`src/rtl/lgn_pixel_packer_if.sv`:
```
// Pixel stream between the grayscale source and the LGN pixel packer.
// The source drives valid/data/last and the packer answers with ready.
interface lgn_pixel_packer_if #(
   parameter int PIX_W = 8
);
   logic             pix_valid;
   logic             pix_ready;
   logic [PIX_W-1:0] pix_data;
   logic             pix_last;

   modport master (
      output pix_valid,
      output pix_data,
      output pix_last,
      input  pix_ready
   );

   modport slave (
      input  pix_valid,
      input  pix_data,
      input  pix_last,
      output pix_ready
   );
endinterface

```
`src/rtl/lgn_pixel_packer.sv`:
```
// LGN front end: binarizes a 28x28 grayscale frame, packs 8 pixels per byte MSB first
// and frames the image. Define LGN_PACKER_STATS_EN to build the per-frame '1'-pixel counter.
module lgn_pixel_packer #(
   parameter int PIXELS = 784,
   parameter int PIX_W  = 8,
   parameter int CNT_W  = 10
) (
   input  logic             clk,
   input  logic             rst,
   lgn_pixel_packer_if.slave pix,
   input  logic [PIX_W-1:0] threshold,
   output logic             byte_valid,
   output logic [7:0]       byte_data,
   output logic             frame_done,
   output logic             frame_error,
   output logic             busy,
   output logic [CNT_W-1:0] ones_count
);

   typedef enum logic [1:0] {
      IDLE = 2'd0,
      PACK = 2'd1,
      DONE = 2'd2
   } state_t;

   localparam logic [CNT_W-1:0] LAST_IDX = CNT_W'(PIXELS - 1);

   state_t           state;
   state_t           state_nxt;
   logic             accept;
   logic             pix_bit;
   logic             is_last_idx;
   logic             abort;
   logic             finish;
   logic [CNT_W-1:0] pix_idx;
   logic [CNT_W-1:0] pix_cnt;
   logic [PIX_W-1:0] thr_q;
   logic [PIX_W-1:0] thr_eff;
   logic [6:0]       sr;

   assign pix.pix_ready = !rst && (state != DONE);
   assign frame_done    = (state == DONE);
   assign busy          = (state == PACK);

   // The first pixel of a frame uses the live threshold because thr_q is only loaded on that accept.
   always_comb begin
      accept      = pix.pix_valid && pix.pix_ready;
      pix_idx     = (state == IDLE) ? '0 : pix_cnt;
      thr_eff     = (state == IDLE) ? threshold : thr_q;
      pix_bit     = (pix.pix_data >= thr_eff);
      is_last_idx = (pix_idx == LAST_IDX);
      abort       = accept && pix.pix_last && !is_last_idx;
      finish      = accept && is_last_idx;
   end

   always_ff @(posedge clk) begin
      if (rst) begin
         state <= IDLE;
      end else begin
         state <= state_nxt;
      end
   end

   always_comb begin
      state_nxt = state;
      case (state)
         IDLE: begin
            if (accept && !abort) begin
               state_nxt = finish ? DONE : PACK;
            end
         end
         PACK: begin
            if (abort) begin
               state_nxt = IDLE;
            end else if (finish) begin
               state_nxt = DONE;
            end
         end
         DONE: begin
            state_nxt = IDLE;
         end
         default: begin
            state_nxt = IDLE;
         end
      endcase
   end

   // An aborted frame suppresses the byte that would otherwise complete on the pix_last pixel.
   always_ff @(posedge clk) begin
      if (rst) begin
         pix_cnt     <= '0;
         thr_q       <= '0;
         sr          <= '0;
         byte_valid  <= 1'b0;
         byte_data   <= '0;
         frame_error <= 1'b0;
      end else begin
         byte_valid <= 1'b0;
         if (accept) begin
            sr      <= {sr[5:0], pix_bit};
            pix_cnt <= pix_idx + 1'b1;
            if (state == IDLE) begin
               thr_q <= threshold;
            end
            if ((pix_idx[2:0] == 3'd7) && !abort) begin
               byte_valid <= 1'b1;
               byte_data  <= {sr, pix_bit};
            end
         end
         if (abort || (finish && !pix.pix_last)) begin
            frame_error <= 1'b1;
         end else if (accept && (state == IDLE)) begin
            frame_error <= 1'b0;
         end
      end
   end

`ifdef LGN_PACKER_STATS_EN
   logic [CNT_W-1:0] ones_acc;
   logic [CNT_W-1:0] ones_q;
   logic [CNT_W-1:0] ones_sum;

   assign ones_sum   = ((state == IDLE) ? '0 : ones_acc) + CNT_W'(pix_bit);
   assign ones_count = ones_q;

   // The result is published on the last pixel's accept so it is visible alongside frame_done.
   always_ff @(posedge clk) begin
      if (rst) begin
         ones_acc <= '0;
         ones_q   <= '0;
      end else if (accept) begin
         ones_acc <= ones_sum;
         if (finish) begin
            ones_q <= ones_sum;
         end
      end
   end
`else
   assign ones_count = '0;
`endif

endmodule

```
`src/flat_wrapper.sv`:
```
// flat-port wrapper written by rule: the top's interface ports become plain ports
module lgn_pixel_packer_flat 
#(
   parameter int PIXELS = 784,
   parameter int PIX_W  = 8,
   parameter int CNT_W  = 10
)
  (clk, rst, threshold, byte_valid, byte_data, frame_done, frame_error, busy, ones_count, pix_pix_valid, pix_pix_data, pix_pix_last, pix_pix_ready);
  lgn_pixel_packer_if #(.PIX_W(PIX_W)) pix_i ();
  input  logic clk;
  input  logic rst;
  input  logic [PIX_W-1:0] threshold;
  output logic byte_valid;
  output logic [7:0] byte_data;
  output logic frame_done;
  output logic frame_error;
  output logic busy;
  output logic [CNT_W-1:0] ones_count;
  input wire logic [$bits(pix_i.pix_valid)-1:0] pix_pix_valid;
  input wire logic [$bits(pix_i.pix_data)-1:0] pix_pix_data;
  input wire logic [$bits(pix_i.pix_last)-1:0] pix_pix_last;
  output wire logic [$bits(pix_i.pix_ready)-1:0] pix_pix_ready;
  assign pix_i.pix_valid = pix_pix_valid;
  assign pix_i.pix_data = pix_pix_data;
  assign pix_i.pix_last = pix_pix_last;
  assign pix_pix_ready = pix_i.pix_ready;
  lgn_pixel_packer #(.PIXELS(PIXELS), .PIX_W(PIX_W), .CNT_W(CNT_W)) u_core (.clk(clk), .rst(rst), .pix(pix_i), .threshold(threshold), .byte_valid(byte_valid), .byte_data(byte_data), .frame_done(frame_done), .frame_error(frame_error), .busy(busy), .ones_count(ones_count));
endmodule
```
`config.mk`:
```
export PLATFORM = sky130hd
export DESIGN_NAME = lgn_pixel_packer_flat
export DESIGN_NICKNAME = d
export VERILOG_FILES = /design/src/rtl/lgn_pixel_packer_if.sv /design/src/rtl/lgn_pixel_packer.sv /design/src/flat_wrapper.sv
export SDC_FILE = /design/constraint.sdc
export NUM_CORES = 1
export LEC_CHECK = 0
export BUFFER_PORTS_ARGS = -buffer_cell sky130_fd_sc_hd__buf_2
export CORE_MARGIN = 3
export CORE_UTILIZATION = 40
export DETAILED_ROUTE_END_ITERATION = 10
export PLACE_DENSITY_LB_ADDON = 0.08
export RECOVER_POWER = 50
export REMOVE_ABC_BUFFERS = 1
export SYNTH_ARGS = -nofsm -noshare
export SYNTH_HDL_FRONTEND = slang
export SYNTH_SLANG_ARGS = --single-unit
```
`constraint.sdc`:
```
create_clock -name clk -period 7.14 [get_ports clk]
set_input_delay 0.714 -clock clk [delete_from_list [all_inputs] [get_ports clk]]
set_output_delay 0.714 -clock clk [all_outputs]
set_load 0.005 [all_outputs]
```
; ---- After elaboration in Yosys (flattened, before gate mapping)
; Cells that the tools add are included.
[totals]
word_cells = 46
register_bits = 37
output_inout_bits = 23
input_bits = 20
[op_classes]
n_addsub = 1
n_reduce_logical = 19
bitwise = 1
n_eq_ne = 7
mux = 10
n_lt_le_gt_ge = 1
[op_table]
columns = cell, n
row1 = $add A10 B1 Y10 const B, 1
row2 = $eq A10 B10 Y1 const B, 1
row3 = $mux W10, 1
row4 = $logic_and A1 B1 Y1, 9
row5 = $ge A8 B8 Y1, 1
row6 = $mux W2, 4
row7 = $mux W8, 1
row8 = $logic_not A1 Y1, 4
row9 = $pmux W2 S2, 1
row10 = $reduce_and A2 Y1, 2
row11 = $eq A3 B3 Y1 const B, 1
row12 = $mux W1, 3
row13 = $ne A3 B1 Y1 const B, 1
row14 = $eq A2 B1 Y1 const B, 1
row15 = $eq A2 B2 Y1 const B, 1
row16 = $logic_not A2 Y1, 1
row17 = $ne A2 B1 Y1 const B, 1
row18 = $ne A2 B2 Y1 const B, 1
row19 = $reduce_bool A2 Y1, 1
row20 = $reduce_or A2 Y1, 1
row21 = $logic_or A1 B1 Y1, 1
row22 = $not A1 Y1, 1

; ---- Logic depth before layout (Yosys ltp)
; Gate-level depths: netlist (run 1).
[depth]
ltp_word = 9
mapped_depth = 10
ltp_nobuf = 7

; ---- Worst setup path before layout (run 1)
; No wires, ideal clock.
[synth_timing]
path_type = flip-flop to flip-flop
start = reg u_core.state[1]
end = reg u_core.byte_data[0]
period_less_slack_ns = 2.313
t_required_ns = 7.010
setup_slack_ns = 4.827
arrival_time_ns = 2.183
stages_incl_launch_ff = 10
path_cell_list = dfxtp_1 > buf_2 > nor2_1 > buf_2 > mux2i_1 > ha_1 > a211oi_1 > o21ai_0 > a211oi_1 > mux2i_1
[synth_between]
elab_chain_len = 8
elab_cells_between_ends = 15
classes_between = order compare (1) / eq/ne (3) / mux (2) / reduce/logical (9)
[synth_lines]
columns = element, line
row1 = start: declaration, lgn_pixel_packer.sv:28  ; state_t state;
row2 = start signal: assignment, lgn_pixel_packer.sv:60  ; state <= state_nxt;
row3 = $logic_not A2 Y1 or $ne A2 B2 Y1 (tied branches), "lgn_pixel_packer.sv:48, lgn_pixel_packer.sv:49, lgn_pixel_packer.sv:41"
row4 = $mux W10 or $logic_and A1 B1 Y1 (tied branches), "lgn_pixel_packer.sv:48, lgn_pixel_packer.sv:41"
row5 = $eq A10 B10 Y1 or $logic_and A1 B1 Y1 (tied branches), "lgn_pixel_packer.sv:51, lgn_pixel_packer.sv:47"
row6 = $logic_not A1 Y1 or $logic_and A1 B1 Y1 (tied branches), lgn_pixel_packer.sv:52  ; abort = accept && pix.pix_last && !is_last_idx;
row7 = $logic_and A1 B1 Y1, lgn_pixel_packer.sv:52
row8 = $logic_not A1 Y1, lgn_pixel_packer.sv:105  ; if ((pix_idx[2:0] == 3'd7) && !abort) begin
row9 = $logic_and A1 B1 Y1, lgn_pixel_packer.sv:105
row10 = $reduce_and A2 Y1 (no line), n/a
row11 = end signal: assignment, lgn_pixel_packer.sv:107  ; byte_data <= {sr, pix_bit};
row12 = end: declaration, lgn_pixel_packer.sv:13  ; output logic [7:0] byte_data,
; Parallel ways exist; a longest one is shown, timed or not.
; A chain may end at the register's enable or synchronous reset.

; ---- Worst setup path in the final report (run 1)
[layout_timing]
start = in rst
end = reg u_core.pix_cnt[8]
[layout_between]
elab_chain_len = 3
[layout_lines]
columns = element, line
row1 = start: declaration, flat_wrapper.sv:11  ; input logic rst;
row2 = $logic_not A1 Y1, lgn_pixel_packer.sv:41  ; assign pix.pix_ready = !rst && (state != DONE);
row3 = $logic_and A1 B1 Y1, lgn_pixel_packer.sv:41
row4 = $logic_and A1 B1 Y1, lgn_pixel_packer.sv:47  ; accept = pix.pix_valid && pix.pix_ready;
row5 = end signal: assignment, lgn_pixel_packer.sv:101  ; pix_cnt <= pix_idx + 1'b1;
row6 = end: declaration, lgn_pixel_packer.sv:36  ; logic [CNT_W-1:0] pix_cnt;
; Parallel ways exist; a longest one is shown, timed or not.

==> results.txt, run 1 <==
----------------------------------------------------
[STA]
  Number of endpoints with negative hold slack in the final report ... 0
  F_max ... 290 MHz
  Slew HR ... 22.3%
  Setup repair after global routing missed its margin ... false
  Setup TNS ... 0 ps
  Transition time of the tightest slew-check pin ... 1170 ps
  Post-route minimum period ... 3450 ps
  Max Slew Vio Count ... 0
  Clock Skew ... 7.56 ps
  Final setup violating endpoints ... 0
  Portion of the clock cycle consumed by the worst path in the final layout ... 48.3%

[Detailed routing]
  Iter 0 DRT Violations ... 102
  Number of vias per cell ... 5.36
  Total vias in the final route ... 1607
  Remaining antenna violation count ... 0
  Routed WL ... 4090 µm
  DRC viols ... 0
  Drt wl/cell ... 13.6 µm
  Pre-Repair DR Iteration Count ... 4

[GRT]
  Antenna violations before repair ... 0
  Pin count of the biggest net entering global routing ... 26
  Via count of the first global-routing pass ... 1461
  Global-route wire length before repair ... 6890 µm
  Overflow after GRT ... 0
  GRT Resource Usage Total ... 15.9%

[Worst setup path]
  Worst EP arrival ... 3630 ps
  Element type at the critical path start ... primary input
  Critical path's slowest cell ... sky130_fd_sc_hd__nand3_1
  Largest driver fanout on the critical path ... 25
  Path type of the worst setup path ... in -> reg
  List of cells traversed by the critical path ... clkbuf_1 -> inv_1 -> nand3_1 -> or4_1 -> mux2_2
  Slowest stage delay, CP ... 770 ps
  Critical Path RT ... 7320 ps
  Kind of end point of the critical path ... flop

[Synthesis]
  Count of cell types in the netlist ... 37
  Total standard cell area after synthesis ... 1910 µm²
  Mean area per synthesized cell ... 8.67 µm²
  EDFF count, synth ... 0
  Synth Warn # ... 0
  Post-synthesis sequential area ratio ... 38.8%
  Most common flop cell mapped by yosys ... sky130_fd_sc_hd__dfxtp_1
  Number of storage elements in the synthesis netlist ... 37
  Share of flip-flops with an asynchronous set or reset after synthesis ... 0%
  Gate count of the mapped netlist ... 220

[Clock network]
  Later-pin clock latency in the skew report ... 290 ps
  Root Driver ... sky130_fd_sc_hd__clkbuf_8
  CTS buffer count ... 5
  Count of H-tree levels built during CTS ... 2
  Post-CTS Hold Fix Bufs ... 0
  Total clock sinks ... 37
  Clock tree buffer depth ... 2
  CTS tree ... yes
  Post-CTS resize count ... 0
  Post CTS Setup Buffer Count ... 0
  Clock slew seen by the registers of the worst setup and hold paths ... 80 ps

[Floorplanning]
  Ports placed on the boundary ... 43
  Die Footprint ... 5630 µm²
  Placeable core region ... 4470 µm²
  Chip height ... 75.0 µm
  Row count ... 24
  Chip width ... 75.0 µm
  Initial Utilization ... 42.6%

[Placed design]
  Total of buffers placed on input and output ports ... 32
  Placer Congestion ... 0.753
  Dpl hpwl ... 2860 µm

[Pwr]
  P per Cell Area ... 209 nW/µm²
  Maximum vdd ir drop ... 0.0857 mV
  Leakage power summed over all cells ... 0.918 nW

[Worst hold path]
  Classification of the worst-slack hold path ... reg -> reg

[Final layout]
  Signed area change from the synthesized netlist to the final layout ... 12.3%
  Leading cell type in the layout, fill and taps excluded ... sky130_fd_sc_hd__dfxtp_1
  Utilization after layout ... 47.8%
  Commonest cells after routing, fill and taps aside ... sky130_fd_sc_hd__dfxtp_1 (37), sky130_fd_sc_hd__nand2_1 (22), sky130_fd_sc_hd__buf_2 (22)
  Layout cells sized above 1 ... 15.3%
  Number of nets at the end of the flow ... 277
  Number of inserted diodes ... 0

[Job]
  Number of violations of the max-capacitance limit ... 0

[Status]
  Outcome ... complete, no violations

----------------------------------------------------
==> report_power, final <==
group | internal (W) | switching [W]
Clock | 0.000114 | 0.0000760
Combinational | 0.0000163 | 0.0000253
Sequential | 0.000212 | 0.00000382
Total | 0.000342 | 0.000105
==> registers in the layout (all words and copies together), names as in the netlist <==
register and cells:
u_core.byte_data 8, u_core.byte_valid 1, u_core.frame_error 1, u_core.pix_cnt 10, u_core.sr 7, u_core.state 2
u_core.thr_q 8
==> area by class of cell <==
| type | count | area (µm²) |
|---|---|---|
| Fill cell | 446 | 2330 |
| Timing Repair Buffer | 34 | 155 |
| Inverter | 5 | 18.8 |
| Clock inverter | 2 | 37.5 |
| Clock buffer | 6 | 82.6 |
| Multi-Input combinational cell | 164 | 1040 |
| Sequential cell | 37 | 741 |
| Tap cell | 52 | 65.1 |
==> worst paths after layout <==
check                        from                  to  slack (ps)  depth (start not counted)
setup / recovery              rst   u_core.pix_cnt[8]        3690                          5
hold / removal       u_core.sr[0]        u_core.sr[1]         450                          2
setup reg to reg  u_core.state[1]  u_core.frame_error        4230                          8
hold reg to reg      u_core.sr[0]        u_core.sr[1]         450                          2
==> cells in the mapped netlist, types with 2 or more instances <==
master,count,area share (%)
sky130_fd_sc_hd__a211oi_1,6,2.4
sky130_fd_sc_hd__a21oi_1,11,2.9
sky130_fd_sc_hd__buf_2,4,1.0
sky130_fd_sc_hd__buf_4,10,3.9
sky130_fd_sc_hd__clkbuf_1,9,1.8
sky130_fd_sc_hd__dfxtp_1,37,39
sky130_fd_sc_hd__ha_1,10,6.6
sky130_fd_sc_hd__inv_1,5,0.98
sky130_fd_sc_hd__mux2_2,3,1.8
sky130_fd_sc_hd__mux2i_1,9,4.7
sky130_fd_sc_hd__nand2_1,22,4.3
sky130_fd_sc_hd__nand2b_1,2,0.66
sky130_fd_sc_hd__nand3_1,20,5.2
sky130_fd_sc_hd__nand3b_1,2,0.79
sky130_fd_sc_hd__nand4_1,9,3.0
sky130_fd_sc_hd__nor2_1,13,2.6
sky130_fd_sc_hd__nor2b_1,5,1.6
sky130_fd_sc_hd__nor3_1,3,0.79
sky130_fd_sc_hd__nor4_1,4,1.3
sky130_fd_sc_hd__o2111ai_1,2,0.92
sky130_fd_sc_hd__o211ai_1,2,0.79
sky130_fd_sc_hd__o21ai_0,16,4.2
sky130_fd_sc_hd__xor2_1,2,0.92
==> cells by family after synthesis <==
kind of cell	share of synthesized area, %
compound gates	15.1
xor+xnor	0.919
fa+ha+maj	6.56
buf+inv	7.74
flops	38.8
mux	6.50
other cells	0.197
simple gates	24.1
==> routing by layer <==
metal	part of all wire (%)	global-route usage, %	vias up
li1	-	-	831
met1	51	22.1	724
met2	43	24.9	48
met3	4.7	4.01	4
met4	0.78	3.56	0
met5	0	0	-
==> critical path, delay by kind of cell <==
kind,cells,cell delay [ps]
multiplexers,1,280
AND/OR/NAND/NOR,2,1500
buffers and inverters,2,1110
==> through the flow <==
| step | std cells | hold slack [ps] | setup slack [ps] | cell area [µm²] | power [W] |
|---|---|---|---|---|---|
| after floorplan | 206 | 432 | 4560 | 1810 | 0.000246 |
| after global placement | 292 | 447 | 3820 | 2060 | 0.000263 |
| after detailed placement | 292 | 446 | 3710 | 2060 | 0.000264 |
| after CTS | 300 | 460 | 4020 | 2180 | 0.000453 |
| after global routing | 300 | 471 | 3370 | 2140 | 0.000469 |
| final | 300 | 454 | 3690 | 2140 | 0.000447 |
Power figures use the tool's default switching activity.
==> run 2, diff against run 1 <==
==> constraint.sdc (replaced) <==
create_clock -name clk -period 3 [get_ports clk]
set_input_delay 0.3 -clock clk [delete_from_list [all_inputs] [get_ports clk]]
set_output_delay 0.3 -clock clk [all_outputs]
set_load 0.005 [all_outputs]
==> run 2 against run 1 <==
- critical path depth is 3 higher
- cell count unchanged
- register-to-register slack got worse by 3700 ps
==> results.txt, run 2 (synthesis gave the netlist of run 1 again) <==
----------------------------------------------------
[Worst setup path]
  Critical Path RT ... 3150 ps (-4170 ps)
  Worst EP arrival ... 2650 ps (-980 ps)
  Critical Path Start ... u_core.state[1]
  Element type at the critical path start ... flop
  Kind of end point of the critical path ... flop
  Largest driver fanout on the critical path ... 14 (-44%)
  Source of the worst register-to-register timing path ... u_core.state[1]
  Path type of the worst setup path ... reg -> reg

[Clock network]
  Root Driver ... sky130_fd_sc_hd__clkbuf_8
  CTS buffer count ... 5 (unchanged)
  CTS tree ... yes
  Post-CTS resize count ... 0 (unchanged)
  Post-CTS Hold Fix Bufs ... 0 (unchanged)
  Clock tree buffer depth ... 2 (unchanged)
  Post CTS Setup Buffer Count ... 0 (unchanged)
  Later-pin clock latency in the skew report ... 280 ps (about the same)
  Total clock sinks ... 37 (unchanged)
  Count of H-tree levels built during CTS ... 2 (unchanged)
  Clock slew seen by the registers of the worst setup and hold paths ... 70 ps (about the same)

[Pwr]
  Switching power total ... 0.000233 W (+120%)
  Internal Pwr Total ... 0.000699 W (+100%)
  Sequential group share of total power ... 55.1% (+6.8 points)
  Clk pwr share ... 33.8% (-8.6 points)
  Combinational share of power ... 11.1% (+1.8 points)
  Maximum vdd ir drop ... 0.191 mV (+120%)
  Leakage power summed over all cells ... 0.909 nW (-0.91%)
  Switching portion of total power ... 25.0% (+1.5 points)
  P per Cell Area ... 438 nW/µm² (+110%)

[Placed design]
  Placement Setup Slack ... 541 ps (-3170 ps)
  Dpl hpwl ... 2900 µm (+1.3%)
  Total of buffers placed on input and output ports ... 32 (unchanged)
  Placer Congestion ... 0.758 (+0.69%)
  Post-DP Area ... 2070 µm² (+0.73%)

[Floorplanning]
  Chip height ... 75.0 µm (unchanged)
  Initial Utilization ... 42.6% (unchanged)
  Chip width ... 75.0 µm (unchanged)
  Ports placed on the boundary ... 43 (unchanged)
  Die Footprint ... 5630 µm² (unchanged)
  Row count ... 24 (unchanged)
  Placeable core region ... 4470 µm² (unchanged)

[Detailed routing]
  Number of vias per cell ... 5.34 (-0.31%)
  Routed WL ... 4130 µm (+1.1%)
  DRC viols ... 0 (unchanged)
  Pre-Repair DR Iteration Count ... 5 (+1)
  Total vias in the final route ... 1602 (-0.31%)
  Iter 0 DRT Violations ... 105 (+2.9%)
  Drt wl/cell ... 13.8 µm (+1.1%)
  Remaining antenna violation count ... 0 (unchanged)

[Final layout]
  Number of nets at the end of the flow ... 279 (+0.72%)
  Combined area of the multi-input logic cells ... 1060 µm² (+1.6%)
  Largest registers ... u_core.pix_cnt: 10 flops, u_core.byte_data: 8 flops, u_core.thr_q: 8 flops
  Layout cells sized above 1 ... 16.5% (+1.2 points)
  Register with the highest flop count ... u_core.pix_cnt
  Number of flip-flops in the largest register ... 10 (unchanged)
  Area of all sequential standard cells ... 741 µm² (unchanged)
  Number of inserted diodes ... 0 (unchanged)
  Leading cell type in the layout, fill and taps excluded ... sky130_fd_sc_hd__dfxtp_1
  Fill cells ... 425 (-4.7%)
  Signed area change from the synthesized netlist to the final layout ... 11.6%
  Commonest cells after routing, fill and taps aside ... sky130_fd_sc_hd__dfxtp_1 (37), sky130_fd_sc_hd__nand2_1 (22), sky130_fd_sc_hd__buf_2 (21)
  Post-route cell area ... 2130 µm² (-0.58%)

[STA]
  F_max ... 401 MHz
  Setup repair after global routing missed its margin ... false
  Final setup violating endpoints ... 0 (unchanged)
  Slew HR ... 32.7% (+10 points)
  Portion of the clock cycle consumed by the worst path in the final layout ... 83.0%
  Final Worst Setup Slack ... 509 ps (-3180 ps)
  Max Slew Vio Count ... 0 (unchanged)
  Setup TNS ... 0 ps (unchanged)
  Clock Skew ... 5.25 ps (-2.31 ps)
  Number of endpoints with negative hold slack in the final report ... 0 (unchanged)
  Post-route minimum period ... 2490 ps
  Transition time of the tightest slew-check pin ... 1010 ps (-156 ps)

[Job]
  Number of violations of the max-capacitance limit ... 0 (unchanged)

[GRT]
  Overflow after GRT ... 0 (unchanged)
  Global-route wire length before repair ... 6860 µm (-0.41%)
  Via count of the first global-routing pass ... 1467 (+0.41%)
  Antenna violations before repair ... 0 (unchanged)
  GRT Resource Usage Total ... 15.9% (about the same)
  Pin count of the biggest net entering global routing ... 26 (unchanged)

[Worst hold path]
  Origin of the worst min-delay path ... threshold[7]
  Classification of the worst-slack hold path ... in -> reg

[Status]
  Outcome ... complete, no violations

----------------------------------------------------
-- run 2: area by class of cell --
type	count	share of cell area, %
Inverter	5	0.882
Sequential cell	37	34.8
Clock buffer	5	3.23
Timing Repair Buffer	36	8.11
Clock inverter	1	0.235
Tap cell	52	3.06
Multi-Input combinational cell	164	49.7
-- run 2: power groups by stage --
stage | registers [W] | clock network [W] | logic (W)
6_report | 0.000513 | 0.000315 | 0.000103
3_5_place_dp | 0.000524 | 0 | 0.000106
4_1_cts | 0.000513 | 0.000328 | 0.000106
5_1_grt | 0.000515 | 0.000348 | 0.000122
3_3_place_gp | 0.000524 | 0 | 0.000105
2_1_floorplan | 0.000522 | 0 | 0.0000633
-- run 2: stage by stage --
| stage | std cells | total power [W] | util, % | hold slack, ps |
|---|---|---|---|---|
| final | 300 | 0.000932 | 47.6 | 346 |
| after global routing | 300 | 0.000985 | 47.6 | 376 |
| after CTS | 300 | 0.000947 | 48.0 | 342 |
| after detailed placement | 294 | 0.000630 | 46.3 | 450 |
| after global placement | 294 | 0.000629 | 46.3 | 445 |
| after floorplan | 206 | 0.000586 | - | 369 |
-- run 2: final timing paths --
| kind | endpoint | slack [ps] | cells past startpoint |
|---|---|---|---|
| worst max-delay path | u_core.byte_data[2] | 510 | 8 |
| worst min-delay path | u_core.thr_q[7] | 350 | 3 |
| worst max register to register | u_core.byte_data[2] | 510 | 8 |
| worst min register to register | u_core.sr[3] | 460 | 2 |
-- run 2: worst max-delay path, stage by stage, from the launching register on --
cell and delay [ps]:
sky130_fd_sc_hd__dfxtp_1 500, sky130_fd_sc_hd__nor2_1 90, sky130_fd_sc_hd__buf_4 220, sky130_fd_sc_hd__nor2b_1 140, sky130_fd_sc_hd__ha_1 180, sky130_fd_sc_hd__o2111ai_1 310
sky130_fd_sc_hd__o41a_4 620, sky130_fd_sc_hd__o21ai_0 210, sky130_fd_sc_hd__a21oi_1 100
-- run 2: per-layer routing --
metal | routed length (µm) | part of all wire (%) | GRT usage [%]
met2 | 1870 | 45 | 25.8
met4 | 34 | 0.82 | 4.15
met3 | 235 | 5.7 | 4.54
met5 | 0 | 0 | 0
met1 | 2000 | 48 | 20.7
